===== src/rtl/sequencer_fsm.sv =====
// LUT-driven acquisition sequencer: walks a table preloaded during reset, dwelling per entry.
// Optional SEQ_AUTO_LOOP_EN: restart from entry 0 after each sequence instead of parking in IDLE.
typedef enum logic [2:0] {
  RST          = 3'd0,
  IDLE         = 3'd1,
  PANEL_STABLE = 3'd2,
  BACK_BIAS    = 3'd3,
  FLUSH        = 3'd4,
  AED_DETECT   = 3'd5,
  EXPOSE_TIME  = 3'd6,
  READOUT      = 3'd7
} seq_state_e;

module sequencer_fsm #(
  parameter int LUT_DEPTH = 16
) (
  input  logic        clk,
  input  logic        reset_i,
  input  logic        lut_wen_i,
  input  logic [28:0] lut_write_data_i,
  input  logic        lut_rden_i,
  output logic [2:0]  current_state_o,
  output logic        busy_o,
  output logic        sequence_done_o,
  output logic [28:0] lut_read_data_o,
  output logic        panel_enable_o,
  output logic        bias_enable_o,
  output logic        flush_enable_o,
  output logic        expose_enable_o,
  output logic        readout_enable_o,
  output logic        aed_enable_o,
  output logic [7:0]  current_repeat_count_o,
  output logic [15:0] current_data_length_o,
  output logic        current_eof_o,
  output logic        current_sof_o
);
  localparam int AW = $clog2(LUT_DEPTH);

  logic [28:0]   lut [LUT_DEPTH];
  logic [AW-1:0] lut_addr_reg;
  logic [AW:0]   lut_count;
  logic          lut_full;

  seq_state_e  st, st_n;
  logic [7:0]  rep;
  logic [15:0] len, dwell;
  logic        eof, sof, parked, done_q;
  logic [28:0] rd_q;

  logic [AW-1:0] ld_addr;
  logic [28:0]   ld;
  seq_state_e    ld_st;
  logic [15:0]   dwell_max;
  logic          rep_end, has_next;
  logic          do_load, do_done, ptr_inc, rep_dec, dwell_rst, dwell_inc;

  // IDLE fetches the entry under the pointer; an ending entry fetches its successor.
  assign ld_addr   = (st == IDLE) ? lut_addr_reg : lut_addr_reg + AW'(1);
  assign ld        = lut[ld_addr];
  assign ld_st     = seq_state_e'(ld[2:0]);
  assign dwell_max = (len == 16'd0) ? 16'd1 : len;
  assign rep_end   = (dwell >= dwell_max);
  assign has_next  = !eof && (({1'b0, lut_addr_reg} + (AW+1)'(1)) < lut_count);

  always_comb begin
    st_n      = st;
    do_load   = 1'b0;
    do_done   = 1'b0;
    ptr_inc   = 1'b0;
    rep_dec   = 1'b0;
    dwell_rst = 1'b0;
    dwell_inc = 1'b0;
    case (st)
      RST:  st_n = IDLE;
      IDLE: if (!parked && lut_count != '0) do_load = 1'b1;
      default: begin
        if (rep_end) begin
          if (rep > 8'd1) begin
            rep_dec   = 1'b1;
            dwell_rst = 1'b1;
          end else if (has_next) begin
            do_load = 1'b1;
            ptr_inc = 1'b1;
          end else begin
            do_done = 1'b1;
          end
        end else begin
          dwell_inc = 1'b1;
        end
      end
    endcase
    // An entry coded RST/IDLE terminates the sequence on the spot.
    if (do_load) begin
      if (ld_st == RST || ld_st == IDLE) do_done = 1'b1;
      else                               st_n    = ld_st;
    end
    if (do_done) st_n = IDLE;
  end

  always_ff @(posedge clk) begin
    if (!reset_i && lut_wen_i && !lut_full) lut[lut_addr_reg] <= lut_write_data_i;
  end

  always_ff @(posedge clk) begin
    if (!reset_i) begin
      st     <= RST;
      done_q <= 1'b0;
      rd_q   <= '0;
      rep    <= '0;
      len    <= '0;
      dwell  <= '0;
      eof    <= 1'b0;
      sof    <= 1'b0;
      parked <= 1'b0;
      if (lut_wen_i) begin
        if (!lut_full) begin
          lut_count <= {1'b0, lut_addr_reg} + (AW+1)'(1);
          if (lut_addr_reg == AW'(LUT_DEPTH-1)) lut_full     <= 1'b1;
          else                                  lut_addr_reg <= lut_addr_reg + AW'(1);
        end
      end else begin
        lut_addr_reg <= '0;
        lut_full     <= 1'b0;
      end
    end else begin
      st     <= st_n;
      done_q <= do_done;
      if (lut_rden_i) rd_q <= lut[lut_addr_reg];
      if (st == RST) begin
        lut_addr_reg <= '0;
        lut_full     <= 1'b0;
        parked       <= 1'b0;
      end else if (do_done) begin
        lut_addr_reg <= '0;
`ifdef SEQ_AUTO_LOOP_EN
        parked       <= 1'b0;
`else
        parked       <= 1'b1;
`endif
      end else if (ptr_inc) begin
        lut_addr_reg <= lut_addr_reg + AW'(1);
      end
      if (do_load && !do_done) begin
        rep   <= (ld[28:21] == 8'd0) ? 8'd1 : ld[28:21];
        len   <= ld[20:5];
        eof   <= ld[4];
        sof   <= ld[3];
        dwell <= 16'd1;
      end else if (rep_dec) begin
        rep   <= rep - 8'd1;
      end
      if (dwell_rst)      dwell <= 16'd1;
      else if (dwell_inc) dwell <= dwell + 16'd1;
    end
  end

  assign current_state_o        = st;
  assign busy_o                 = (st != RST) && (st != IDLE);
  assign sequence_done_o        = done_q;
  assign lut_read_data_o        = rd_q;
  assign panel_enable_o         = (st == PANEL_STABLE);
  assign bias_enable_o          = (st == BACK_BIAS);
  assign flush_enable_o         = (st == FLUSH);
  assign aed_enable_o           = (st == AED_DETECT);
  assign expose_enable_o        = (st == EXPOSE_TIME);
  assign readout_enable_o       = (st == READOUT);
  assign current_repeat_count_o = busy_o ? rep : 8'd0;
  assign current_data_length_o  = busy_o ? len : 16'd0;
  assign current_eof_o          = busy_o & eof;
  assign current_sof_o          = busy_o & sof;
endmodule


===== config.mk =====
export PLATFORM = sky130hd
export DESIGN_NAME = sequencer_fsm
export DESIGN_NICKNAME = d
export VERILOG_FILES = /design/src/rtl/sequencer_fsm.sv
export SDC_FILE = /design/constraint.sdc
export NUM_CORES = 1
export LEC_CHECK = 0
export BUFFER_PORTS_ARGS = -buffer_cell sky130_fd_sc_hd__buf_2
export CAP_MARGIN = 5
export CORE_UTILIZATION = 44
export CTS_CLUSTER_DIAMETER = 200
export CTS_CLUSTER_SIZE = 12
export DETAILED_ROUTE_END_ITERATION = 8
export HOLD_SLACK_MARGIN = 0.03
export MAX_ROUTING_LAYER = met4
export SETUP_SLACK_MARGIN = 0.4
export SLEW_MARGIN = 10
export SYNTH_ARGS = -nofsm -noshare
export SYNTH_HDL_FRONTEND = slang
export SYNTH_SLANG_ARGS = --single-unit

===== constraint.sdc =====
create_clock -name clk -period 5.25 [get_ports clk]
set_input_delay 0.7875 -clock clk [delete_from_list [all_inputs] [get_ports clk]]
set_output_delay 0.7875 -clock clk [all_outputs]
set_load 0.01 [all_outputs]

Word level (Yosys, flattened, before mapping)
Memory sizes are Yosys's and may differ from the RTL's. A register that Yosys moved wholly into a read port is not among the register bits.
Cells that the tools add are included.
{"block": "totals", "ff_bits": 57, "latch_bits": 0, "ram_bits": 464, "romBits": 0, "inputBits": 33, "mem_count": 1}
{"memory": "lut", "depth": 16, "width": 29, "rd": 2, "rd_clocked_by_memory_dff": 1, "wr": 1, "line": "39", "source": "logic [28:0] lut [LUT_DEPTH];"}
{"block": "op_classes", "add_sub_neg": 4, "n_mul": 0, "div": 0, "order_cmp": 3, "eq_ne": 14, "shift": 0, "mux": 45, "bitwise_logic": 4, "reduce_logical": 28}
{"cell": "$mux 16", "count": 4}
{"cell": "$mux 4", "count": 8}
{"cell": "$mux 8", "count": 4}
{"cell": "$mux 1", "count": 25}
{"cell": "$add 16x1->16 const B", "count": 1}
{"cell": "$ge 16x16->1", "count": 1}
{"cell": "$logic_not 16->1", "count": 1}
{"cell": "$eq 3x3->1 const B", "count": 4}
{"cell": "$mux 3", "count": 3}
{"cell": "$gt 8x1->1 const B", "count": 1}
{"cell": "$logic_not 8->1", "count": 1}
{"cell": "$reduce_or 2->1", "count": 4}
{"cell": "$sub 8x1->8 const B", "count": 1}
{"cell": "$eq 3x1->1 const B", "count": 2}
{"cell": "$eq 3x2->1 const B", "count": 2}
{"cell": "$logic_and 1x1->1", "count": 6}
{"cell": "$logic_not 1->1", "count": 6}
{"cell": "$logic_not 3->1", "count": 2}
{"cell": "$ne 3x3->1 const B", "count": 2}
{"cell": "$reduce_and 3->1", "count": 2}
{"cell": "$reduce_bool 3->1", "count": 2}
{"cell": "$add 4x1->5 const B", "count": 1}
{"cell": "$lt 5x5->1", "count": 1}
{"cell": "$reduce_bool 5->1", "count": 1}
{"cell": "10 further kinds", "count": 13}

Logic depth before layout (Yosys ltp)
Gate-level depths: netlist of run 1.
{"block": "logic_depth", "word_depth": 14, "ltp_mapped": 16, "mapped_depth_nobuf": 12}

Worst setup path after synthesis of run 1
OpenSTA, ideal clock, no wires.
{"block": "synth_path", "path_type": "register to register", "from": "reg lut_addr_reg[3]", "to": "reg len[0]", "setup_ps": 70, "arrival_time_ps": 3837, "t_required_ps": 5180, "setup_slack_ps": 1343, "path_stages_with_launch": 16, "period_less_slack_ps": 3907, "cell_sequence": "edfxtp_1 -> buf_1 -> buf_1 -> clkbuf_1 -> xor2_1 -> inv_1 -> ha_1 -> nand2_1 -> a21oi_1 -> a2111oi_0 -> o2111ai_1 -> a22o_1 -> buf_6 -> buf_6 -> a311o_1 -> a21boi_1"}
{"block": "synth_between", "elab_chain_len": 11, "word_cells_on_any_way": 21, "classes_between": "2 x add/sub; 1 x order compare; 1 x eq/ne; 11 x mux; 5 x reduce/logical; 1 x memory"}
{"item": "from (decl)", "line": "40", "source": "logic [AW-1:0] lut_addr_reg;"}
{"item": "from (signal assigned)", "line": "119", "source": "else lut_addr_reg <= lut_addr_reg + AW'(1);"}
{"item": "from (signal assigned)", "line": "141", "source": "lut_addr_reg <= lut_addr_reg + AW'(1);"}
{"item": "$add 4x1->5", "line": "63", "source": "assign has_next = !eof && (({1'b0, lut_addr_reg} + (AW+1)'(1)) < lut_count);"}
{"item": "$lt 5x5->1", "line": "63"}
{"item": "$logic_and 1x1->1", "line": "63"}
{"item": "$mux 1", "line": "81", "source": "end else if (has_next) begin"}
{"item": "$mux 1", "line": "78", "source": "if (rep > 8'd1) begin"}
{"item": "$mux 1", "line": "77", "source": "if (rep_end) begin"}
{"item": "$mux 1", "line": "73", "source": "case (st)"}
{"item": "$mux 1", "line": "94", "source": "if (ld_st == RST || ld_st == IDLE) do_done = 1'b1;"}
{"item": "$mux 1", "line": "93", "source": "if (do_load) begin"}
{"item": "$logic_not 1->1", "line": "143", "source": "if (do_load && !do_done) begin"}
{"item": "$logic_and 1x1->1", "line": "143"}
{"item": "to (signal assigned)", "line": "145", "source": "len <= ld[20:5];"}
{"item": "to (decl)", "line": "46", "source": "logic [15:0] len, dwell;"}
Several ways; a longest one is shown, not always the timed one.
A chain may end at the register's enable or synchronous reset.

Worst setup path in the final report of run 1
{"block": "layout_path", "from": "reg lut_addr_reg[1]", "to": "reg rep[0]"}
{"block": "layout_between", "elab_chain_len": 12, "word_cells_on_any_way": 25, "classes_between": "2 x add/sub; 1 x order compare; 1 x eq/ne; 13 x mux; 7 x reduce/logical; 1 x memory"}
{"item": "$add 4x1->5", "line": "63"}
{"item": "$lt 5x5->1", "line": "63"}
{"item": "$logic_and 1x1->1", "line": "63"}
{"item": "$mux 1", "line": "81"}
{"item": "$mux 1", "line": "78"}
{"item": "$mux 1", "line": "77"}
{"item": "$mux 1", "line": "73"}
{"item": "$mux 1", "line": "94"}
{"item": "$mux 1", "line": "93"}
{"item": "$logic_not 1->1", "line": "143"}
{"item": "$logic_and 1x1->1", "line": "143"}
{"item": "$mux 8 / $reduce_bool 2->1 (equally long branches)"}
{"item": "to (signal assigned)", "line": "144", "source": "rep <= (ld[28:21] == 8'd0) ? 8'd1 : ld[28:21];"}
{"item": "to (signal assigned)", "line": "150", "source": "rep <= rep - 8'd1;"}
{"item": "to (decl)", "line": "45", "source": "logic [7:0] rep;"}
Several ways; a longest one is shown, not always the timed one.

==> results.md, run 1 <==
- GPL Wtd Cong: 0.8120
- Cell count after synthesis: 1654
- Seq pwr share: between 20% and 30%
- Clock power frac: 19.0%
- Setup bufs post-CTS: 0
- Critical setup path kind: flip-flop to flip-flop
- Pins Over Slew Limit: 0
- Status: completed
- Slew HR: approximately 17%
- ANT nets after route: 0
- Die ar.: 60420 um2
- Wire per inst: 28.05 um
- Crit start category: flip-flop
- Comb pwr share: 51.1%
- GR Util All Layers: 24.89%
- Tmin final: 4.567 ns
- RSZ-0062 raised after global routing: false
- Vias in the first global route: about 16000
- Layout net count: 1802
- Sw Share: between 30% and 40%
- IO Count: 99
- Clk_skew: around 0.028 ns
- Max reg flops: 464
- Top cells by area, synth: edfxtp_1 54%, mux4_2 20%, dfxtp_1 5.8%, nand2_1 2.5%, mux2i_1 1.4%
- Crit-path max FO: 34
- Syn. warnings: 0
- TritonCTS Sinks: 550
- Syn nets: between 1500 and 2000
- H-Tree Depth: 2
- Clock Path Buffers: 3
- Global route total overflow: 0
- Root buffer cell: clkbuf_16
- Cts repair resizes: 0
- Initial DRC Count: 1621
- DRT Pass-1 Iters: 6
- Post-synth top area share: ~54%
- Setup ws final: 0.6834 ns
- Top FF cell, synth: edfxtp_1
- Power density cells: 627.6 nW/um2
- Post-synthesis average cell area: 15.81 um2
- Vias: around 16000
- Async S/R FF share, synth: 0%
- Area growth, synth to finish: 11.06%
- Setup crit end kind: flip-flop
- Max Clk Rate: 219.0 MHz
- Largest net degree at the start of global routing: 87
- Slew @ Worst Pin: 1.236 ns
- Int Power: ~11 mW
- Maximum vdd ir drop: 0.0004147 V
- Biggest register: lut
- Hold Fails Final Rpt: 0
- Hold slack: 0.4781 ns
- Post-Place Setup Slack: about 0.84 ns
- Total of max-cap violations: 0
- Arrival time at the worst endpoint: 5.12 ns
- Tot Pwr: 18.23 mW
- CTS Buf Count: 51
- Min-Delay Path Class: flip-flop to flip-flop
- P_sw: 7.233 mW
- Final HPWL DP: 42910 um
- Fin crit share: ~87%
- CTS tree: built
- First-pass GRT wire length: 106000 um
- WL final: 71740 um
- PortBufs: 98
- Yosys reg bits: 550
- Clk_lat worst skew: 0.61 ns
- Layout cells sized above 1: 26.70%
- Initial core utilization: 44.40%
- Sum of negative setup slack: 0 ns
- Drt via density: 6.240
- Post-CTS Hold Fix Bufs: 0
- Yosys cell types: 68
- Post-synth EDFFs: 474
- Leading cell type in the layout, fill and taps excluded: edfxtp_1
- Synthesized cell area: 26160 um2
- Die X-Extent: between 200 and 250 um
- Cell Rows: slightly below 90
- Core footprint: 58910 um2
- Req. time, crit path: approximately 5.8 ns
- Most frequent cells in the layout: 474 x edfxtp_1, 235 x mux4_2, 172 x nand2_1
- Final setup viols: 0
- Leak: 9.664 nW
- Cell taking the most area after synthesis: edfxtp_1
- Die H: 245.8 um
- Initial antenna violation count: 2
- # DRC: 0
- Clk slew on worst S/H paths: 0.07 ns
- Sequential share of the synthesized area: about 60%
==> synthesized netlist by cell type (10+ instances only) <==
cell type and number:
o22ai_1 27, edfxtp_1 474, inv_1 33, clkbuf_1 59
and3_1 27, a21boi_1 13, a21oi_1 23, nor2b_1 33
dfxtp_1 76, a31oi_1 10, buf_2 31, nand3_1 47
nand2_1 174, buf_1 18, a311o_1 18, nor2_1 46
mux4_2 235, o21ai_0 53, ha_1 27, nor3_1 14
o221ai_1 21, mux2i_1 37, and2_1 27
==> worst max-delay path, stage by stage, from the launching register on <==
cell and delay, ns:
edfxtp_1 0.45, buf_4 0.51, ha_1 0.37, nand2b_1 0.20, o211a_1 0.89, a21oi_1 0.11, buf_4 0.24, nand2_1 0.09
a22oi_1 0.09, nor4_1 0.84, nand4_1 0.20, nor4_1 0.28, o311a_1 0.21
==> worst paths after layout <==
kind,from,slack (ns),endpoint,cells past startpoint
worst max-delay path,lut_addr_reg[1],0.68,rep[0],12
worst min-delay path,parked,0.48,parked,1
worst max register to register,lut_addr_reg[1],0.68,rep[0],12
worst min register to register,parked,0.48,parked,1
==> routing by layer <==
layer  vias to the layer above  share of wire, %  global-route usage, %
met2                       642                48                  38.96
met3                       125               7.6                  4.245
met5                         -                 0                      -
li1                       6867                 -                      -
met1                      8329                41                  33.39
met4                         0               2.6                  7.508
==> area by class of cell <==
type / instances / area [um2]
clock inverter: 3 / 28.78
inverter: 33 / 123.9
sequential: 550 / 15760
tap: 773 / 967.2
multi-input combinational: 952 / 9771
clock buffer: 91 / 1448
timing repair buffer: 154 / 948.4
fill: 4916 / 29860
antenna: 2 / 5.005
==> power by group through the flow <==
stage          sequential, mW  clock, mW  combinational, mW
3_5_place_dp             5.54          0               9.31
3_3_place_gp             5.52          0               9.25
2_1_floorplan            5.41          0               6.75
6_report                 5.45       3.46               9.31
5_1_grt                  5.50       3.69               9.98
4_1_cts                  5.45       3.54               9.33
==> through the flow <==
| stage | area (um2) | util, % | cells |
|---|---|---|---|
| 5_1_grt | 29050 | 49.31 | 2558 |
| 2_1_floorplan | 26160 | - | 1654 |
| 3_5_place_dp | 27570 | 46.79 | 2462 |
| 3_3_place_gp | 27570 | 46.79 | 2462 |
| 4_1_cts | 29040 | 49.30 | 2556 |
| 6_report | 29050 | 49.31 | 2558 |
==> logic make-up after synthesis <==
family,Yosys count,synth area share (%)
buffers and inverters,152,2.588
muxes,274,21.74
xor gates and xnor gates,10,0.3636
and+or+nand+nor,423,7.975
AOI/OAI and AO/OA,218,5.807
DFF,550,60.24
adders and majority gates,27,1.292
Power figures use the tool's default switching activity.
==> inputs of run 2 (changes only) <==
Settings changed: CORE_UTILIZATION 44 to 60, PLACE_DENSITY set to 0.78, RECOVER_POWER set to 25.
==> run 2 against run 1 <==
Effect of this change: global-route usage is 6.9 points higher; maximum frequency is 12% higher; non-clock buffer count is 28 lower; critical path depth is 4 lower; critical endpoint is now lut_addr_reg[3].
==> results.md, run 2 (same netlist as run 1, synthesis figures left out) <==
- Slew HR: 13.88% (-3.4 points)
- PortBufs: 98 (unchanged)
- GR Util All Layers: 31.83% (+6.9 points)
- Wire per inst: 28.52 um (+1.7%)
- RR Startpoint: current_state_o[0]
- Core footprint: 43080 um2 (-27%)
- Layout cells sized above 1: 24.37% (-2.3 points)
- Pins Over Slew Limit: 0 (unchanged)
- DRT Pass-1 Iters: 8 (+2)
- Total of max-cap violations: 0 (unchanged)
- Crit-path max FO: 49 (+44%)
- Power density cells: 630.6 nW/um2 (+0.48%)
- Worst R2R Setup Slack: 1.17 ns (+0.49 ns)
- Die X-Extent: 210.8 um (-14%)
- Max Clk Rate: 245.2 MHz (+12%)
- WL final: 66960 um (-6.7%)
- Post-placement cell count: 2246 (-8.8%)
- Vias: 16380 (+2.6%)
- Setup crit end kind: flip-flop
- Tot Pwr: 18.04 mW (-1.0%)
- Critical setup path kind: flip-flop to flip-flop
- Setup ws final: 1.171 ns (+0.4877 ns)
- Clk_skew: 0.01414 ns (-0.01352 ns)
- Cts repair resizes: 0 (unchanged)
- Most frequent cells in the layout: 474 x edfxtp_1, 235 x mux4_2, 173 x nand2_1
- Initial antenna violation count: 6 (+4)
- Reg2reg end: lut_addr_reg[3]
- Largest net degree at the start of global routing: 134 (+54%)
- Layout Cells excl Fill: 2348 (-8.2%)
- Clk slew on worst S/H paths: 0.07 ns (about the same)
- Final HPWL DP: 37130 um (-13%)
- Clk_lat worst skew: 0.60 ns (about the same)
- Fin crit share: 77.69% (-9.3 points)
- Leak: 9.477 nW (-1.9%)
- Max reg flops: 464 (unchanged)
- Initial core utilization: 60.72% (+16 points)
- Worst r2r path cells: 8 (-4)
- Initial DRC Count: 2482 (+53%)
- Hold_sp: len[11]
- TritonCTS Sinks: 550 (unchanged)
- Die H: 210.8 um (-14%)
- Hold slack: 0.4744 ns (-0.003639 ns)
- Final setup viols: 0 (unchanged)
- Tmin final: 4.079 ns (-0.4877 ns)
- ANT nets after route: 0 (unchanged)
- Area growth, synth to finish: 9.395%
- # DRC: 0 (unchanged)
- Maximum vdd ir drop: 0.0006491 V (+57%)
- Vias in the first global route: 16360 (+1.2%)
- Setup bufs post-CTS: 0 (unchanged)
- Die ar.: 44430 um2 (-26%)
- Status: completed
- IO Count: 99 (unchanged)
- First-pass GRT wire length: 99920 um (-5.8%)
- Crit start category: flip-flop
- Post-CTS Hold Fix Bufs: 0 (unchanged)
- Placed Area: 27130 um2 (-1.6%)
- H-Tree Depth: 2 (unchanged)
- Root buffer cell: clkbuf_16
- Hold endpoint: len[11]
- Req. time, crit path: 5.49 ns (-0.31 ns)
- Layout net count: 1774 (-1.6%)
- CTS tree: built
- Fin util: 66.42% (+17 points)
- Design Area, Final: 28610 um2 (-1.5%)
- CTS Buf Count: 51 (unchanged)
- Arrival time at the worst endpoint: 4.32 ns (-0.80 ns)
- Drt via density: 6.977 (+12%)
- Global route total overflow: 0 (unchanged)
- RSZ-0062 raised after global routing: false
- Cell Rows: 76 (-15%)
- Min-Delay Path Class: flip-flop to flip-flop
- Hold Fails Final Rpt: 0 (unchanged)
- Hold Crit Depth: 2 (+1)
- Sum of negative setup slack: 0 ns (unchanged)
- Clock Path Buffers: 3 (unchanged)
- Slew @ Worst Pin: 1.292 ns (+0.05553 ns)
- GPL Wtd Cong: 0.9227 (+14%)
- Biggest register: lut
- Leading cell type in the layout, fill and taps excluded: edfxtp_1
- Post-Place Setup Slack: 1.291 ns (+0.4502 ns)
-- run 2: area by class of cell --
class,count,area (um2)
flip-flops and latches,550,15760
well taps,585,732.0
repair buffers,126,725.7
inverters,33,123.9
diodes,7,17.52
clock inverters,2,25.02
clock buffers,93,1465
multi-input cells,952,9768
fillers,2870,14460
-- run 2: layer usage --
metal | share of wire, % | global-route usage (%) | vias to the layer above
met5 | 0 | - | -
met4 | 3.2 | 11.04 | 0
met3 | 13 | 8.742 | 187
met2 | 47 | 47.82 | 1155
met1 | 37 | 42.35 | 8224
li1 | - | - | 6817
-- run 2: worst max-delay path by stage --
stage                 endpoint               start  cells after the start
2_1_floorplan           len[0]     lut_addr_reg[3]                     15
3_3_place_gp            rep[0]  current_state_o[0]                     10
3_5_place_dp   lut_addr_reg[1]  current_state_o[0]                      8
4_1_cts        lut_addr_reg[1]  current_state_o[0]                      8
5_1_grt               dwell[9]     lut_addr_reg[0]                     14
6_report       lut_addr_reg[3]  current_state_o[0]                      8
-- run 2: report_power, final --
part	leakage (nW)	switching [mW]	total [mW]	internal (mW)
registers	4.90	0.336	5.47	5.13
logic	3.87	5.16	9.13	3.97
clock network	0.707	1.57	3.45	1.87
total	9.48	7.07	18.0	11.0
-- run 2: critical path, cell delays in order (launching register included) --
cell and delay [ns]:
dfxtp_1 0.60, or4b_2 1.13, o22ai_2 0.36, a221o_1 0.20, a211oi_1 0.07, o22ai_1 0.38
nand2_1 0.16, or2_2 0.35, a31oi_1 0.47
